<file path="config.mk">
export PLATFORM = sky130hd
export DESIGN_NAME = tcbm_drive_link
export DESIGN_NICKNAME = d
export VERILOG_FILES = /design/src/rtl/tcbm_drive_link.sv
export SDC_FILE = /design/constraint.sdc
export NUM_CORES = 1
export LEC_CHECK = 0
export ABC_AREA = 1
export ABC_CLOCK_PERIOD_IN_PS = 4250
export CAP_MARGIN = 30
export CORE_MARGIN = 3
export CORE_UTILIZATION = 40
export CTS_BUF_LIST = sky130_fd_sc_hd__clkbuf_4 sky130_fd_sc_hd__clkbuf_8
export DETAILED_ROUTE_END_ITERATION = 8
export DONT_BUFFER_PORTS = 1
export GPL_ROUTABILITY_DRIVEN = 0
export SLEW_MARGIN = 5
export SYNTH_ARGS = -nofsm -noshare
export SYNTH_HDL_FRONTEND = slang
export SYNTH_SLANG_ARGS = --single-unit
</file>
<file path="constraint.sdc">
create_clock -name clock -period 4.25 [get_ports clock]
set_clock_uncertainty 0.05 [all_clocks]
set_input_delay 0.85 -clock clock [delete_from_list [all_inputs] [get_ports clock]]
set_output_delay 0.85 -clock clock [all_outputs]
set_load 0.01 [all_outputs]
</file>
<file path="src/rtl/tcbm_drive_link.sv">
// Drive-side TCBM DAV/ACK handshake engine: a code byte then one data byte per transfer,
// bridged to the SD backend through valid/ready byte streams.
module tcbm_drive_link #(
    parameter int unsigned SYNC_STAGES    = 2,
    parameter int unsigned TIMEOUT_CYCLES = 50000,
    parameter logic [7:0]  CODE_CMD       = 8'h81,
    parameter logic [7:0]  CODE_WR        = 8'h83,
    parameter logic [7:0]  CODE_RD        = 8'h84
) (
    input  logic       clock,
    input  logic       reset,
    input  logic       dav_n,
    output logic       ack_n,
    input  logic [7:0] bus_in,
    output logic [7:0] bus_out,
    output logic       bus_oe,
    output logic [1:0] status,
    output logic [7:0] rx_data,
    output logic       rx_cmd,
    output logic       rx_valid,
    input  logic       rx_ready,
    input  logic [7:0] tx_data,
    input  logic       tx_eoi,
    input  logic       tx_valid,
    output logic       tx_ready,
    output logic       busy
);

    typedef enum logic [2:0] {
        StIdle, StCodeRel, StBadRel, StWrWait, StWrPush, StRdWait, StRdFetch, StDataRel
    } state_t;

    localparam logic [15:0] TimeoutLast = 16'(TIMEOUT_CYCLES - 1);

    state_t                 r_state;
    logic [SYNC_STAGES-1:0] r_dav_sync;
    logic [7:0]             r_code;
    logic [15:0]            r_cnt;
    logic                   r_rd_loaded;
    logic                   r_ack_n;
    logic [7:0]             r_bus_out;
    logic                   r_bus_oe;
    logic [1:0]             r_status;
    logic [7:0]             r_rx_data;
    logic                   r_rx_cmd;
    logic                   r_rx_valid;
    logic                   r_tx_ready;

    logic w_dav_s;
    logic w_timeout;
    logic w_code_ok;

    assign w_dav_s   = r_dav_sync[SYNC_STAGES-1];
    assign w_timeout = (r_cnt == TimeoutLast);
    assign w_code_ok = (bus_in == CODE_CMD) || (bus_in == CODE_WR) || (bus_in == CODE_RD);

    always_ff @(posedge clock or posedge reset) begin
        if (reset) begin
            r_dav_sync <= '1;
        end else begin
            r_dav_sync <= {r_dav_sync[SYNC_STAGES-2:0], dav_n};
        end
    end

    always_ff @(posedge clock or posedge reset) begin
        if (reset) begin
            r_state     <= StIdle;
            r_code      <= 8'h00;
            r_cnt       <= 16'd0;
            r_rd_loaded <= 1'b0;
            r_ack_n     <= 1'b1;
            r_bus_out   <= 8'h00;
            r_bus_oe    <= 1'b0;
            r_status    <= 2'b00;
            r_rx_data   <= 8'h00;
            r_rx_cmd    <= 1'b0;
            r_rx_valid  <= 1'b0;
            r_tx_ready  <= 1'b0;
        end else begin
            r_tx_ready <= 1'b0;
            case (r_state)
                StIdle: begin
                    if (!w_dav_s) begin
                        r_code  <= bus_in;
                        r_ack_n <= 1'b0;
                        if (w_code_ok) begin
                            r_state <= StCodeRel;
                        end else begin
                            r_status <= 2'b11;
                            r_state  <= StBadRel;
                        end
                    end
                end
                StCodeRel: begin
                    if (w_dav_s) begin
                        r_ack_n <= 1'b1;
                        r_state <= (r_code == CODE_RD) ? StRdWait : StWrWait;
                    end
                end
                StBadRel: begin
                    if (w_dav_s) begin
                        r_ack_n  <= 1'b1;
                        r_status <= 2'b00;
                        r_state  <= StIdle;
                    end
                end
                StWrWait: begin
                    if (!w_dav_s) begin
                        r_rx_data  <= bus_in;
                        r_rx_cmd   <= (r_code == CODE_CMD);
                        r_rx_valid <= 1'b1;
                        r_cnt      <= 16'd0;
                        r_state    <= StWrPush;
                    end
                end
                StWrPush: begin
                    // Accept is tested first so it wins over a coincident final count.
                    if (rx_ready) begin
                        r_rx_valid <= 1'b0;
                        r_status   <= 2'b00;
                        r_ack_n    <= 1'b0;
                        r_state    <= StDataRel;
                    end else if (w_timeout) begin
                        r_rx_valid <= 1'b0;
                        r_status   <= 2'b01;
                        r_ack_n    <= 1'b0;
                        r_state    <= StDataRel;
                    end else begin
                        r_cnt <= r_cnt + 16'd1;
                    end
                end
                StRdWait: begin
                    if (!w_dav_s) begin
                        r_cnt       <= 16'd0;
                        r_rd_loaded <= 1'b0;
                        r_state     <= StRdFetch;
                    end
                end
                StRdFetch: begin
                    // Byte goes on the bus one clock before ACK to give the host setup time.
                    if (r_rd_loaded) begin
                        r_ack_n     <= 1'b0;
                        r_rd_loaded <= 1'b0;
                        r_state     <= StDataRel;
                    end else if (tx_valid) begin
                        r_tx_ready  <= 1'b1;
                        r_bus_out   <= tx_data;
                        r_bus_oe    <= 1'b1;
                        r_status    <= tx_eoi ? 2'b10 : 2'b00;
                        r_rd_loaded <= 1'b1;
                    end else if (w_timeout) begin
                        r_bus_out <= 8'h00;
                        r_bus_oe  <= 1'b1;
                        r_status  <= 2'b01;
                        r_ack_n   <= 1'b0;
                        r_state   <= StDataRel;
                    end else begin
                        r_cnt <= r_cnt + 16'd1;
                    end
                end
                StDataRel: begin
                    if (w_dav_s) begin
                        r_ack_n  <= 1'b1;
                        r_bus_oe <= 1'b0;
                        r_status <= 2'b00;
                        r_state  <= StIdle;
                    end
                end
                default: r_state <= StIdle;
            endcase
        end
    end

    assign ack_n    = r_ack_n;
    assign bus_out  = r_bus_out;
    assign bus_oe   = r_bus_oe;
    assign status   = r_status;
    assign rx_data  = r_rx_data;
    assign rx_cmd   = r_rx_cmd;
    assign rx_valid = r_rx_valid;
    assign tx_ready = r_tx_ready;
    assign busy     = (r_state != StIdle);

endmodule
</file>
==> flow_summary_export.csv, run 1 <==
group,metric,value,unit
run_status,status,"finished, final reports clean",
layout,final_cell_mix,"nand2_1, dfrtp_1, nor2_1, inv_1, o21ai_0",
logic_synthesis,ys_seq_area_share,45.5,%
clock_tree,root_buffer,"clkbuf_8",
power_and_ir_drop,p_seq_share,45.5,%
die,initial_core_util,42.1,%
clock_tree,clock_path_buffers,2,
critical_path,worst_setup_path_end_kind,"register",
sta,finalCritPeriodShare,49.8,%
layout,areaGrowthSynthToFinish,6.20,%
logic_synthesis,yosys.area.top_type_share,42.8,%
die,die_h,91.5,um
sta,whs,310,ps
layout,nets,431,
detailed_routing,wl_per_cell,12.3,um
logic_synthesis,ys.warnings.count,0,
die,fp.dieW,91.5,um
clock_tree,post-cts-setup-buffers,0,
critical_path,crit_type,"reg -> reg",
sta,timing.fmax,473,MHz
layout,insertedDiodeCount,0,
logic_synthesis,synth_area_per_cell,7.21,um2
worst_hold_path,worstHoldPathType,"reg -> reg",
power_and_ir_drop,p_int,1.11,mW
critical_path,r2r_start,"r_state[0]",
critical_path,path_max_fanout,26,
logic_synthesis,ys_types,31,
logic_synthesis,synth.largest_area_cell,"dfrtp_1",
power_and_ir_drop,switching_share,42.8,%
critical_path,crit_arrival,2270,ps
sta,fin_crit,2120,ps
clock_tree,ctsHoldBuffers,0,
sta,max-slew-margin-rel,55.9,%
global_routing,antenna_found_initial,0,
job,max-cap-violations,0,
power_and_ir_drop,combPwrFrac,36.3,%
logic_synthesis,ys_ff_latch,53,
clock_tree,cts_buffers,5,
logic_synthesis,synthTopCellsByArea,"dfrtp_1, nand2_1, nor2_1",
logic_synthesis,synthFlopType,"dfrtp_1",
sta,rsz0062_at_grt,"no",
logic_synthesis,postSynthCellCount,406,
clock_tree,cts_tree,"yes",
sta,report.final.slew_viol_count,0,
sta,hold_viol_final,0,
global_routing,grt_pass1_vias,2289,
power_and_ir_drop,p_per_area,622,nW/um2
global_routing,grt_pass1_wl,10.8,mm
critical_path,start_kind,"register",
logic_synthesis,syn-num-nets,430,
sta,tightest_slew,661,ps
layout,final_common_cell,"nand2_1",
die,ioPinCount,46,
power_and_ir_drop,leakagePower,1.54,nW
detailed_routing,drt_iter0_markers,113,
power_and_ir_drop,ir_drop,0.000355,V
global_routing,grt_max_degree,54,
placed_design,dp_hpwl,4.59,mm
global_routing,grt_use_total,15.5,%
critical_path,r2r_slack,2130,ps
sta,setup-tns-final,0,ps
detailed_routing,vias,2415,
power_and_ir_drop,power_frac_clock,18.1,%
die,coreArea,6940,um2
detailed_routing,wl,6.18,mm
detailed_routing,first_pass_iters,4,
layout,drive_above_1_share,7.35,%
die,rows,30,
placed_design,port_buffers,0,
critical_path,required,4400,ps
detailed_routing,ant_nets,0,
die,dieArea,8380,um2
logic_synthesis,synthArstFlopShare,100,%
logic_synthesis,synth-edff-count,0,
clock_tree,cts_max_level,2,
clock_tree,path_clk_slew,100,ps
logic_synthesis,synthesis.area,2930,um2
sta,setup_viol,0,
detailed_routing,post_drt_via_cell_ratio,4.79,
clock_tree,post_cts_resized,0,
worst_hold_path,min_from,"r_dav_sync[0]",
critical_path,crit_start,"r_state[0]",
power_and_ir_drop,net-switching-power,0.826,mW
detailed_routing,drcViolationCount,0,
clock_tree,cts.sinks,53,
global_routing,gr-total-overflow,0,
clock_tree,clock_latency,300,ps
-- through the flow --
stage	total power [mW]	cell area, um2	instances	util [%]	setup slack, ps
finish	1.93	3110	504	44.7	2130
global route	2.12	3110	504	44.7	1880
CTS	1.96	3110	504	44.7	2110
detailed placement	1.60	2990	496	43.1	2130
global placement	1.59	2990	496	43.1	2210
floorplan	1.48	2930	406	-	2070
-- power by group through the flow --
stage	clock network (mW)	logic (mW)	registers, mW
floorplan	0	0.643	0.840
global placement	0	0.699	0.887
global route	0.388	0.827	0.909
CTS	0.367	0.707	0.884
detailed placement	0	0.706	0.891
finish	0.351	0.702	0.880
-- logic make-up after synthesis --
group | count (synthesis) | synth area share (%)
AOI/OAI and AO/OA | 38 | 7.53
DFF | 53 | 45.5
adders and majority gates | 2 | 1.11
and+or+nand+nor | 259 | 36.7
xor gates and xnor gates | 6 | 1.80
buffers and inverters | 48 | 7.44
-- path summary, 6_finish.rpt --
check | endpoint | depth (start not counted)
max | r_cnt[7] | 8
min | r_dav_sync[1] | 0
max reg2reg | r_cnt[7] | 8
min reg2reg | r_dav_sync[1] | 0
max in group asynchronous | r_state[0] | 2
min in group asynchronous | rx_data[4] | 2
-- worst max-delay path: stages, from the launching register on --
cell	delay, ps
dfrtp_1	500
nand2_1	170
nor2_1	80
nor2_2	430
nand3_1	200
nand3_4	270
inv_1	190
nand2_1	100
nand2_1	50
-- routing by layer --
metal,vias up,wire length (um),global-route usage [%]
met5,-,0,0
met1,1086,2920,21.2
met3,4,304,3.40
li1,1267,-,-
met4,0,39,4.15
met2,58,2920,24.8
-- cell usage after synthesis (2+ instances only) --
master	instances
nand3b_1	2
xor2_1	5
dfstp_2	3
dfrtp_1	50
nand3_1	24
nand2_2	2
buf_6	4
nor3_1	8
nor2_1	49
inv_1	36
o21bai_1	3
o21ai_0	25
nand2_1	163
a21oi_1	3
nand4_1	6
inv_2	3
o21ai_2	6
-- flip-flops by register name, summed over array words and instances (netlist names) --
register / count
ack_n: 1
bus_oe: 1
tx_ready: 1
bus_out: 8
r_code: 8
rx_data: 8
rx_cmd: 1
rx_valid: 1
r_state: 3
r_cnt: 16
r_dav_sync: 2
r_rd_loaded: 1
status: 2
-- cell type report --
| class | instances | area [um2] |
|---|---|---|
| Fill cell | 723 | 3840 |
| Inverter | 41 | 156 |
| Timing Repair Buffer | 1 | 7.51 |
| Clock inverter | 2 | 38.8 |
| Sequential cell | 53 | 1330 |
| Clock buffer | 6 | 76.3 |
| Multi-Input combinational cell | 305 | 1380 |
| Tap cell | 96 | 120 |
Power figures use the tool's default switching activity.
==> inputs of run 2 (changes only) <==
--- a/config.mk
+++ b/config.mk
@@ -6,7 +6,7 @@
 export NUM_CORES = 1
 export LEC_CHECK = 0
 export ABC_AREA = 1
-export ABC_CLOCK_PERIOD_IN_PS = 4250
+export ABC_CLOCK_PERIOD_IN_PS = 1900
 export CAP_MARGIN = 30
 export CORE_MARGIN = 3
 export CORE_UTILIZATION = 40
==> constraint.sdc (replaced) <==
create_clock -name clock -period 1.9 [get_ports clock]
set_clock_uncertainty 0.05 [all_clocks]
set_input_delay 0.38 -clock clock [delete_from_list [all_inputs] [get_ports clock]]
set_output_delay 0.38 -clock clock [all_outputs]
set_load 0.01 [all_outputs]
==> flow_summary_export.csv, run 2 (same netlist as run 1, synthesis figures left out) <==
group,metric,value,unit
clock_tree,cts.sinks,53,
layout,final_common_cell,"nand2_1",
power_and_ir_drop,ir_drop,0.000838,V
sta,hold_viol_final,0,
sta,report.final.slew_viol_count,0,
detailed_routing,post_drt_via_cell_ratio,4.91,
critical_path,crit_top_cell,"nand2_1",
clock_tree,cts_buffers,5,
clock_tree,clock_latency,300,ps
sta,setup_viol,0,
detailed_routing,ant_nets,0,
detailed_routing,wl,6.33,mm
sta,rsz0062_at_grt,"no",
critical_path,crit_arrival,1920,ps
layout,areaGrowthSynthToFinish,10.7,%
global_routing,grt_max_degree,25,
clock_tree,cts_max_level,2,
critical_path,crit_type,"reg -> reg",
clock_tree,path_clk_slew,100,ps
layout,largest_register,"r_cnt",
layout,final_cell_mix,"nand2_1, dfrtp_1, nor2_1, inv_1, o21ai_0",
critical_path,worst_setup_path_end_kind,"register",
clock_tree,cts_tree,"yes",
detailed_routing,first_pass_iters,4,
run_status,status,"finished, final reports clean",
critical_path,path_max_fanout,13,
die,initial_core_util,42.1,%
worst_hold_path,worstHoldPathType,"in -> reg",
critical_path,cp_cell_sequence,"inv_4 > nand3_1 > nand2_1 > nand2_1 > nor2_1 > nand3_4 > buf_4 > o21ai_0",
sta,tightest_slew,521,ps
die,fp.dieW,91.5,um
critical_path,cpPeakStageDelay,510,ps
critical_path,worst-path-buf-inv,2,
sta,timing.fmax,571,MHz
die,ioPinCount,46,
critical_path,slowest_stage,"dfrtp_1",
layout,nets,444,
sta,setup-tns-final,0,ps
layout,post-route-util,46.6,%
die,rows,30,
placed_design,port_buffers,0,
global_routing,grt_pass1_wl,11.2,mm
placed_design,dp_hpwl,4.93,mm
detailed_routing,drt_iter0_markers,99,
power_and_ir_drop,p_per_area,1380,nW/um2
global_routing,antenna_found_initial,0,
layout,insertedDiodeCount,0,
global_routing,gr-total-overflow,0,
die,die_h,91.5,um
job,max-cap-violations,0,
critical_path,start_kind,"register",
global_routing,grt_pass1_vias,2425,
sta,max-slew-margin-rel,65.0,%
power_and_ir_drop,leakagePower,1.60,nW
clock_tree,clock_path_buffers,2,
die,coreArea,6940,um2
detailed_routing,vias,2538,
sta,fin_crit,1750,ps
critical_path,required,2070,ps
sta,finalCritPeriodShare,92.1,%
layout,drive_above_1_share,10.7,%
detailed_routing,wl_per_cell,12.2,um
critical_path,cp_top_family,"simple AND/OR/NAND/NOR gates",
clock_tree,post-cts-setup-buffers,0,
die,dieArea,8380,um2
detailed_routing,drcViolationCount,0,
clock_tree,root_buffer,"clkbuf_8",
layout,largest_register_ffs,16,
global_routing,grt_use_total,16.1,%
==> run 2: cell types whose count changed in the layout (fill, tap and decap cells not counted) <==
cell	change
buf_4	+10
ha_2	+1
nor2_2	+2
ha_1	-1
dlygate4sd3_1	+2
nor2_1	-2
buf_12	+1
inv_6	+2
clkbuf_4	-1
clkinv_4	-1
dfrtp_1	-1
dfrtp_2	+1
nand3_2	-1
nand3_4	+1
==> run 2: final cells by class <==
class / instances / area [um2]
Timing Repair Buffer: 14 / 123
Fill cell: 702 / 3700
Tap cell: 96 / 120
Inverter: 41 / 156
Multi-Input combinational cell: 305 / 1390
Sequential cell: 53 / 1330
Clock inverter: 3 / 47.5
Clock buffer: 5 / 68.8
==> run 2: final timing paths <==
kind | start | endpoint | slack [ps] | cells after the start
setup reg to reg | r_state[2] | r_cnt[14] | 150 | 8
hold / removal | tx_data[6] | bus_out[6] | 140 | 2
max in group asynchronous | reset | r_dav_sync[1] | 760 | 3
min in group asynchronous | reset | r_cnt[4] | 480 | 2
hold reg to reg | r_dav_sync[0] | r_dav_sync[1] | 310 | 0
setup / recovery | r_state[2] | r_cnt[14] | 150 | 8
==> run 2: through the flow <==
stage	cell area, um2	std cells	total power, mW	hold WS, ps	setup WS, ps
after floorplan	2930	406	3.32	295	189
after global placement	3090	507	3.66	256	156
after detailed placement	3090	507	3.70	255	87.2
after CTS	3210	516	4.50	8.32	62.4
after global routing	3240	517	4.90	135	12.2
final	3240	517	4.47	139	150
==> run 2: what timing repair did <==
action / 4_1_cts / 5_1_grt
endpoints found under the hold margin: 17 / 1
hold buffers: 1 / 1
setup endpoints to repair: 0 / 17
resized for setup: 0 / 5
==> run 2: where the power goes <==
part / switching [mW] / internal, mW / leakage (nW)
clock network: 0.386 / 0.402 / 0.0591
registers: 0.442 / 1.54 / 0.669
logic: 1.07 / 0.632 / 0.871
total: 1.90 / 2.57 / 1.60
==> run 2: layer usage <==
layer | part of all wire [%] | GRT usage, % | wire (um) | vias to the layer above
met5 | 0 | 0 | 0 | -
met4 | 0.70 | 3.52 | 44 | 0
met3 | 3.7 | 3.56 | 235 | 4
met2 | 49 | 26.1 | 3070 | 49
met1 | 47 | 21.9 | 2980 | 1185
li1 | - | - | - | 1300
